### src/rtl/imem_loadable.sv
// -----------------------------------------------------------------------------
// imem_loadable
//
// Writable instruction-pointer memory for the fetch stage, plus a small table
// of program entry points. After Reset the block sits in LOAD, where a loader
// fills memory words and entry slots. ld_done moves it to RUN, where the fetch
// stage reads words by PC with one cycle of latency. Only Reset returns the
// block to LOAD. Memory contents survive Reset; everything else is cleared.
//
// Optional build macro: IMEM_PARITY_EN
//   When defined, every stored word carries an even-parity bit written with
//   the word. A fetch whose stored parity disagrees with the stored data sets
//   err; iptr still returns the stored data.
//
// Ports:
//   Clk        in   1          system clock, rising edge
//   Reset      in   1          synchronous, active-high reset
//   ld_en      in   1          write ld_data into mem[ld_addr] (LOAD only)
//   ld_addr    in   PC_W       loader word address / entry-point value
//   ld_data    in   IW         loader word data
//   ep_we      in   1          write ld_addr into entry slot ep_idx (LOAD only)
//   ep_idx     in   PSEL_W     entry-point slot index
//   ld_done    in   1          end of load, go to RUN
//   prog_sel   in   PSEL_W     selects the entry slot shown on start_pc
//   fetch_req  in   1          fetch mem[PC] (RUN only)
//   PC         in   PC_W       fetch address
//   iptr       out  IW         fetched word, registered
//   iptr_valid out  1          iptr was updated by the previous cycle's fetch
//   start_pc   out  PC_W       registered entry[prog_sel]
//   ready      out  1          block is in RUN
//   ld_count   out  PC_W+1     accepted loader writes, saturating at DEPTH
//   err        out  1          sticky protocol / range / parity error
// -----------------------------------------------------------------------------
module imem_loadable #(
  parameter int PC_W   = 8,
  parameter int IW     = 9,
  parameter int DEPTH  = 256,
  parameter int NPROG  = 4,
  parameter int PSEL_W = 2
) (
  input  logic              Clk,
  input  logic              Reset,
  input  logic              ld_en,
  input  logic [PC_W-1:0]   ld_addr,
  input  logic [IW-1:0]     ld_data,
  input  logic              ep_we,
  input  logic [PSEL_W-1:0] ep_idx,
  input  logic              ld_done,
  input  logic [PSEL_W-1:0] prog_sel,
  input  logic              fetch_req,
  input  logic [PC_W-1:0]   PC,
  output logic [IW-1:0]     iptr,
  output logic              iptr_valid,
  output logic [PC_W-1:0]   start_pc,
  output logic              ready,
  output logic [PC_W:0]     ld_count,
  output logic              err
);

  // Array index width; DEPTH <= 2**PC_W guarantees AW <= PC_W.
  localparam int            AW      = (DEPTH > 1) ? $clog2(DEPTH) : 1;
  localparam logic [PC_W:0] DEPTH_V = (PC_W + 1)'(DEPTH);

  typedef enum logic {
    ST_LOAD = 1'b0,
    ST_RUN  = 1'b1
  } state_e;

  // ---------------------------------------------------------------------------
  // State
  // ---------------------------------------------------------------------------
  state_e            state_q, state_d;
  logic [IW-1:0]     iptr_q, iptr_d;
  logic              iptr_valid_q, iptr_valid_d;
  logic [PC_W-1:0]   start_pc_q, start_pc_d;
  logic [PC_W:0]     ld_count_q, ld_count_d;
  logic              err_q, err_d;
  logic [PC_W-1:0]   entry_q [NPROG];
  logic [PC_W-1:0]   entry_d [NPROG];

  logic [IW-1:0]     mem [DEPTH];

  logic              mem_we;
  logic              ld_in_range;
  logic              pc_in_range;
  logic [IW-1:0]     rd_word;
  logic              par_err;

  assign ld_in_range = ({1'b0, ld_addr} < DEPTH_V);
  assign pc_in_range = ({1'b0, PC} < DEPTH_V);
  assign rd_word     = mem[PC[AW-1:0]];

`ifdef IMEM_PARITY_EN
  logic par_mem [DEPTH];

  always_ff @(posedge Clk) begin
    if (mem_we) begin
      par_mem[ld_addr[AW-1:0]] <= ^ld_data;
    end
  end

  // Even parity: stored bit equals the XOR of the stored data bits.
  assign par_err = pc_in_range && (par_mem[PC[AW-1:0]] != ^rd_word);
`else
  assign par_err = 1'b0;
`endif

  // ---------------------------------------------------------------------------
  // Next-state logic
  // ---------------------------------------------------------------------------
  always_comb begin
    // NOTE: every variable gets a default before any branch so no path leaves
    // it unassigned; otherwise synthesis infers a latch to hold the old value.
    state_d      = state_q;
    iptr_d       = iptr_q;
    iptr_valid_d = 1'b0;
    ld_count_d   = ld_count_q;
    err_d        = err_q;
    entry_d      = entry_q;
    mem_we       = 1'b0;
    start_pc_d   = entry_q[prog_sel];

    unique case (state_q)
      ST_LOAD: begin
        if (ld_en) begin
          if (ld_in_range) begin
            // Gated by Reset so a write in the reset cycle is dropped.
            mem_we = !Reset;
            if (ld_count_q != DEPTH_V) begin
              ld_count_d = ld_count_q + (PC_W + 1)'(1);
            end
          end else begin
            err_d = 1'b1;
          end
        end
        if (ep_we) begin
          entry_d[ep_idx] = ld_addr;
        end
        if (ld_done) begin
          state_d = ST_RUN;
        end
      end

      ST_RUN: begin
        if (fetch_req) begin
          iptr_valid_d = 1'b1;
          if (pc_in_range) begin
            iptr_d = rd_word;
            if (par_err) begin
              err_d = 1'b1;
            end
          end else begin
            // Out-of-range fetch returns the halt word.
            iptr_d = '0;
            err_d  = 1'b1;
          end
        end
        // The loader is locked out once running.
        if (ld_en || ep_we) begin
          err_d = 1'b1;
        end
      end

      default: state_d = ST_LOAD;
    endcase
  end

  // ---------------------------------------------------------------------------
  // Registers
  // ---------------------------------------------------------------------------
  // NOTE: sequential state uses non-blocking assignments so every flop samples
  // the pre-edge values regardless of statement order within the block.
  always_ff @(posedge Clk) begin
    if (Reset) begin
      state_q      <= ST_LOAD;
      iptr_q       <= '0;
      iptr_valid_q <= 1'b0;
      start_pc_q   <= '0;
      ld_count_q   <= '0;
      err_q        <= 1'b0;
      entry_q      <= '{default: '0};
    end else begin
      state_q      <= state_d;
      iptr_q       <= iptr_d;
      iptr_valid_q <= iptr_valid_d;
      start_pc_q   <= start_pc_d;
      ld_count_q   <= ld_count_d;
      err_q        <= err_d;
      entry_q      <= entry_d;
    end
  end

  // NOTE: the word array has no reset; its contents must survive Reset, and a
  // reset port would also stop it mapping onto a RAM macro.
  always_ff @(posedge Clk) begin
    if (mem_we) begin
      mem[ld_addr[AW-1:0]] <= ld_data;
    end
  end

  assign iptr       = iptr_q;
  assign iptr_valid = iptr_valid_q;
  assign start_pc   = start_pc_q;
  assign ready      = (state_q == ST_RUN);
  assign ld_count   = ld_count_q;
  assign err        = err_q;

endmodule

### config.mk
export PLATFORM = sky130hd
export DESIGN_NAME = imem_loadable
export DESIGN_NICKNAME = d
export VERILOG_FILES = /design/src/rtl/imem_loadable.sv
export SDC_FILE = /design/constraint.sdc
export NUM_CORES = 2
export LEC_CHECK = 0
export ABC_AREA = 0
export CAP_MARGIN = 20
export CORE_MARGIN = 5
export CORE_UTILIZATION = 50
export DETAILED_ROUTE_END_ITERATION = 10
export PLACE_DENSITY = 0.76
export SLEW_MARGIN = 15
export SYNTH_ARGS = -nofsm -noshare
export SYNTH_HDL_FRONTEND = slang
export SYNTH_SLANG_ARGS = --single-unit
### constraint.sdc
create_clock -name Clk -period 2.86 [get_ports Clk]
set_input_delay 0.572 -clock Clk [delete_from_list [all_inputs] [get_ports Clk]]
set_output_delay 0.572 -clock Clk [all_outputs]
set_load 0.005 [all_outputs]
== Yosys cells after proc, flatten, opt, wreduce, memory -nomap -nowiden ==
Memory sizes are Yosys's and may differ from the RTL's. A register that Yosys moved wholly into a read port is not among the register bits.
Index checks and enable logic that the tools add are counted.
Widths: inputs -> output; s select.

* Flip-flop bits (word level): 52
* Latch bits: 0
* Bits in writable memories: 2,304
* Bits in read-only memories: 0
* Input port bits: 35
* Output and inout port bits: 29
* Word-level logic and storage cells: 42
* Memories: 1

* $add $sub $neg: 1
* Multiply operators: 0
* Div/mod/pow operators: 0
* Order comparisons: 3
* Eq/ne operators: 2
* Shift-type cells: 0
* Mux-type cells: 15
* Bitwise logic cells: 3
* Reductions and logical operators: 8

{| class="wikitable"
|+ Memory list
! name !! words !! bits a word !! rd ports !! clocked after memory_dff !! wr ports !! line !! source
|-
| mem || 256 || 9 || 1 || 1 || 1 || 81 || <nowiki>logic [IW-1:0] mem [DEPTH];</nowiki>
|}

{| class="wikitable"
|+ Operators by type and width
! kind !! count
|-
| $bwmux 32 || 1
|-
| $mux 8 || 3
|-
| $bmux 8 s2 || 1
|-
| $demux 8 s2 || 1
|-
| $add 9x1->9 const B || 1
|-
| $mux 1 || 9
|-
| $ne 9x9->1 const B || 1
|-
| $ge 3x3->1 const B || 2
|-
| $not 2->3 || 2
|-
| $reduce_and 2->1 || 3
|-
| $lt 3x1->1 const B || 1
|-
| $reduce_and 3->1 || 1
|-
| $ne 2x1->1 const B || 1
|-
| $reduce_or 2->1 || 1
|-
| $logic_and 1x1->1 || 1
|-
| $logic_not 1->1 || 1
|-
| $logic_or 1x1->1 || 1
|-
| $not 1->1 || 1
|}

== Logic depth before layout (Yosys ltp) ==
* Word-level depth: 6
* Mapped depth: 12
* Depth with buffers taken out: 7

== Worst setup path before layout ==
OpenSTA, ideal clock, no wires.

* Path kind: input to register
* From: input port ld_addr[1]
* To: memory mem[110][0], enable pin
* Setup time: 374 ps
* Arrival time: 2,394 ps
* Data required time: 2,486 ps
* Slack: 92 ps
* Stages: 8
* Path buffers: 4
* Path through: clkbuf_1 -> nor2b_1 -> clkbuf_1 -> nand3_1 -> or3_1 -> clkbuf_1 -> clkbuf_1 -> nor2_1

{| class="wikitable"
|+ RTL lines
! element !! line !! source
|-
| start: declaration || 44 || <nowiki>input logic [PC_W-1:0] ld_addr,</nowiki>
|-
| end: declaration || 81 ||
|}

No word-level cell before the write port.

== Worst setup path after layout ==
* From: register iptr_q[0] (netlist: iptr[0]) (read register of mem)
* To: output port iptr[0]

{| class="wikitable"
|+ RTL lines
! element !! line !! source
|-
| start: declaration || 73 || <nowiki>logic [IW-1:0] iptr_q, iptr_d;</nowiki>
|-
| end: declaration || 52 || <nowiki>output logic [IW-1:0] iptr,</nowiki>
|}

No word-level cell between the ends.

==> results_dict.tcl <==
set metrics [dict create \
    status "completed" \
    synthArstFlopShare 0 \
    numCtsBuffers 221 \
    synth_area_leaders "edfxtp_1, mux4_2, mux2i_1" \
    dieArea_sq_um 193000 \
    clock_latency_ps 880 \
    crit_cells 1 \
    ant_nets 0 \
    critPathTopFamily "flip-flops" \
    fp.coreArea_sq_um 183000 \
    drive_gt1_frac 0.292 \
    dp_cells 7695 \
    finClkSkew_ps 75.7 \
    yosysMostFrequentCell "edfxtp_1" \
    rsz0062_at_grt "no" \
    start_util 0.504 \
    wl_per_cell_um 29.7 \
    worst_slew_margin_rel 0.239 \
    area_growth_pct 17.7 \
    cp_slowest_cell "dfxtp_1" \
    use_met3 0.0559 \
    syn_avg_cell_area_sq_um 20.0 \
    critPathKind "flop to output pin" \
    synth-seq-area-share 0.763 \
    cts_resized 0 \
    required_ps 2290 \
    grt.busiest_layer "met2" \
    slew_violations 0 \
    hold_viol 0 \
    powerDensity_nw_per_um2 650 \
    fmax_ghz 0.362 \
    grt_max_degree 161 \
    yosys_most_used_dff "edfxtp_1" \
    cp-end-kind "output pin" \
    nNetsFinal 5493 \
    ys_ff_latch 2365 \
    synth_nets 4664 \
    cp_max_fo 2 \
    antenna_found_initial 5 \
    die_h_um 440 \
    instances_no_fill 8110 \
    arrival_ps 2190 \
    cp.buffers_inverters 1 \
    drt-total-wl_mm 241 \
    dpl.hpwl_mm 154 \
    ir_drop_uv 679 \
    grt_pass1_wl_mm 351 \
    grt_use_total 0.250 \
    die-width_um 440 \
    grt-ovfl-total 0 \
    start_kind "flop" \
    yosysTopAreaCellShare 0.749 \
    clockRootBuffer "clkbuf_16" \
    whs_ps 191 \
    path_clk_slew_ps 70 \
    syn_area_sq_um 92300 \
    place.gp.congestion 0.891 \
    synth-edff-count 2304 \
    fp-row-count 157 \
    min_period_ps 2760 \
    reg2reg_depth 6 \
    holdPathStages 1 \
    setup_viol 0 \
    gr-usage-met2 0.395 \
    finalCritPeriodShare 0.966 \
    synth.distinct_cells 74 \
    drt-vias-per-instance 6.21 \
    portBuffers 63 \
    worst_pin_slew_ps 1140 \
    synthCells 4627 \
    ioPinCount 64 \
    total_power_w 0.0706 \
    path_cells "clkdlybuf4s50_1" \
    cts_buffer_depth 3 \
    cts_tree "yes" \
    leakagePower_nw 36.0 \
    grt_util_met1 0.330 \
    yosysWarnings 0 \
    synth_commonest_cells "edfxtp_1, mux4_2, nor2_1" \
    hold_class "input port to flop" \
    cts_sinks 2365 \
    placed_cell_area_sq_um 102000 \
    final_area_sq_um 109000 \
    vias 50400 \
    netlist.top_cell.by_area "edfxtp_1" \
    drc 0 \
    drtIter0Drc 7267 \
    grt_pass1_vias 50900 \
    dr.pass1.iters 8 \
    timing.max_cap.violations 0 \
    max_stage_delay_ps 680 \
    htreeDepth 4 \
]
-- final cells by class --
type | count | area, sq um
clock inverter | 136 | 1210
clock buffer | 274 | 5880
multi-input combinational | 1965 | 19800
tap | 2464 | 3080
inverter | 6 | 25.0
antenna | 3 | 7.51
sequential | 2365 | 70400
timing repair buffer | 897 | 8180
fill | 12500 | 74700
-- cell families after synthesis --
| family | Yosys count | synth area share |
|---|---|---|
| flops | 2365 | 0.763 |
| xor+xnor | 5 | 0.000474 |
| compound gates | 497 | 0.0376 |
| fa+ha+maj | 2 | 0.000271 |
| simple gates | 693 | 0.0330 |
| mux | 768 | 0.143 |
| buf+inv | 297 | 0.0229 |
-- final timing paths --
check,start,end,slack (ps)
worst max register to register,mem[106][5],iptr[5],240
worst max-delay path,iptr[0],iptr[0],100
worst min register to register,err,err,450
worst min-delay path,ld_data[8],mem[11][8],190
-- metal layers --
layer  vias to the layer above  part of all wire
met5                         -                 0
met4                         0             0.058
met3                       619              0.11
met2                      3332              0.48
met1                     25700              0.35
li1                      20700                 -
-- placed cells by master, fill, tap and decap left out, drive strengths merged, types with 21 or more instances in the layout --
| cell type | synthesis | routed |
|---|---|---|
| a22oi | 53 | 53 |
| mux4 | 439 | 439 |
| buf | 194 | 837 |
| nand3 | 53 | 53 |
| nor2 | 315 | 315 |
| clkinv | 0 | 103 |
| o22ai | 103 | 103 |
| dfxtp | 61 | 61 |
| edfxtp | 2304 | 2304 |
| o21ai | 57 | 57 |
| a211oi | 44 | 44 |
| nor2b | 23 | 23 |
| clkbuf | 97 | 283 |
| a21oi | 91 | 91 |
| nand2 | 199 | 199 |
| mux2i | 308 | 308 |
| clkdlybuf4s50 | 0 | 49 |
| o221ai | 61 | 61 |
| mux2 | 21 | 21 |
| a221oi | 21 | 21 |
-- registers in the layout, summed over array words and instances (netlist names) --
signal,flops
ready,1
iptr,9
mem,2304
err,1
iptr_valid,1
ld_count,9
entry_q,32
start_pc,8
-- per-stage QoR --
stage	worst slack [ps]	TNS, ps	util
5_1_grt	97.2	0	0.593
3_3_place_gp	-894	-4470	0.554
6_report	96.3	0	0.593
3_5_place_dp	-948	-6660	0.554
4_1_cts	42.7	0	0.593
2_1_floorplan	92.0	0	-
-- power breakdown --
group / total [W] / switching, W / leakage, nW / internal (W)
logic: 0.00391 / 0.00236 / 11.3 / 0.00156
clock network: 0.0286 / 0.0128 / 3.46 / 0.0158
registers: 0.0381 / 0.0000469 / 21.2 / 0.0380
total: 0.0706 / 0.0152 / 36.0 / 0.0554
-- repair_timing --
item | 4_1_cts | 5_1_grt
endpoints found under the hold margin | 1 | 0
setup endpoints to repair | 0 | 0
setup buffers | 0 | 0
hold buffers | 1 | 0
Power figures use the tool's default switching activity.
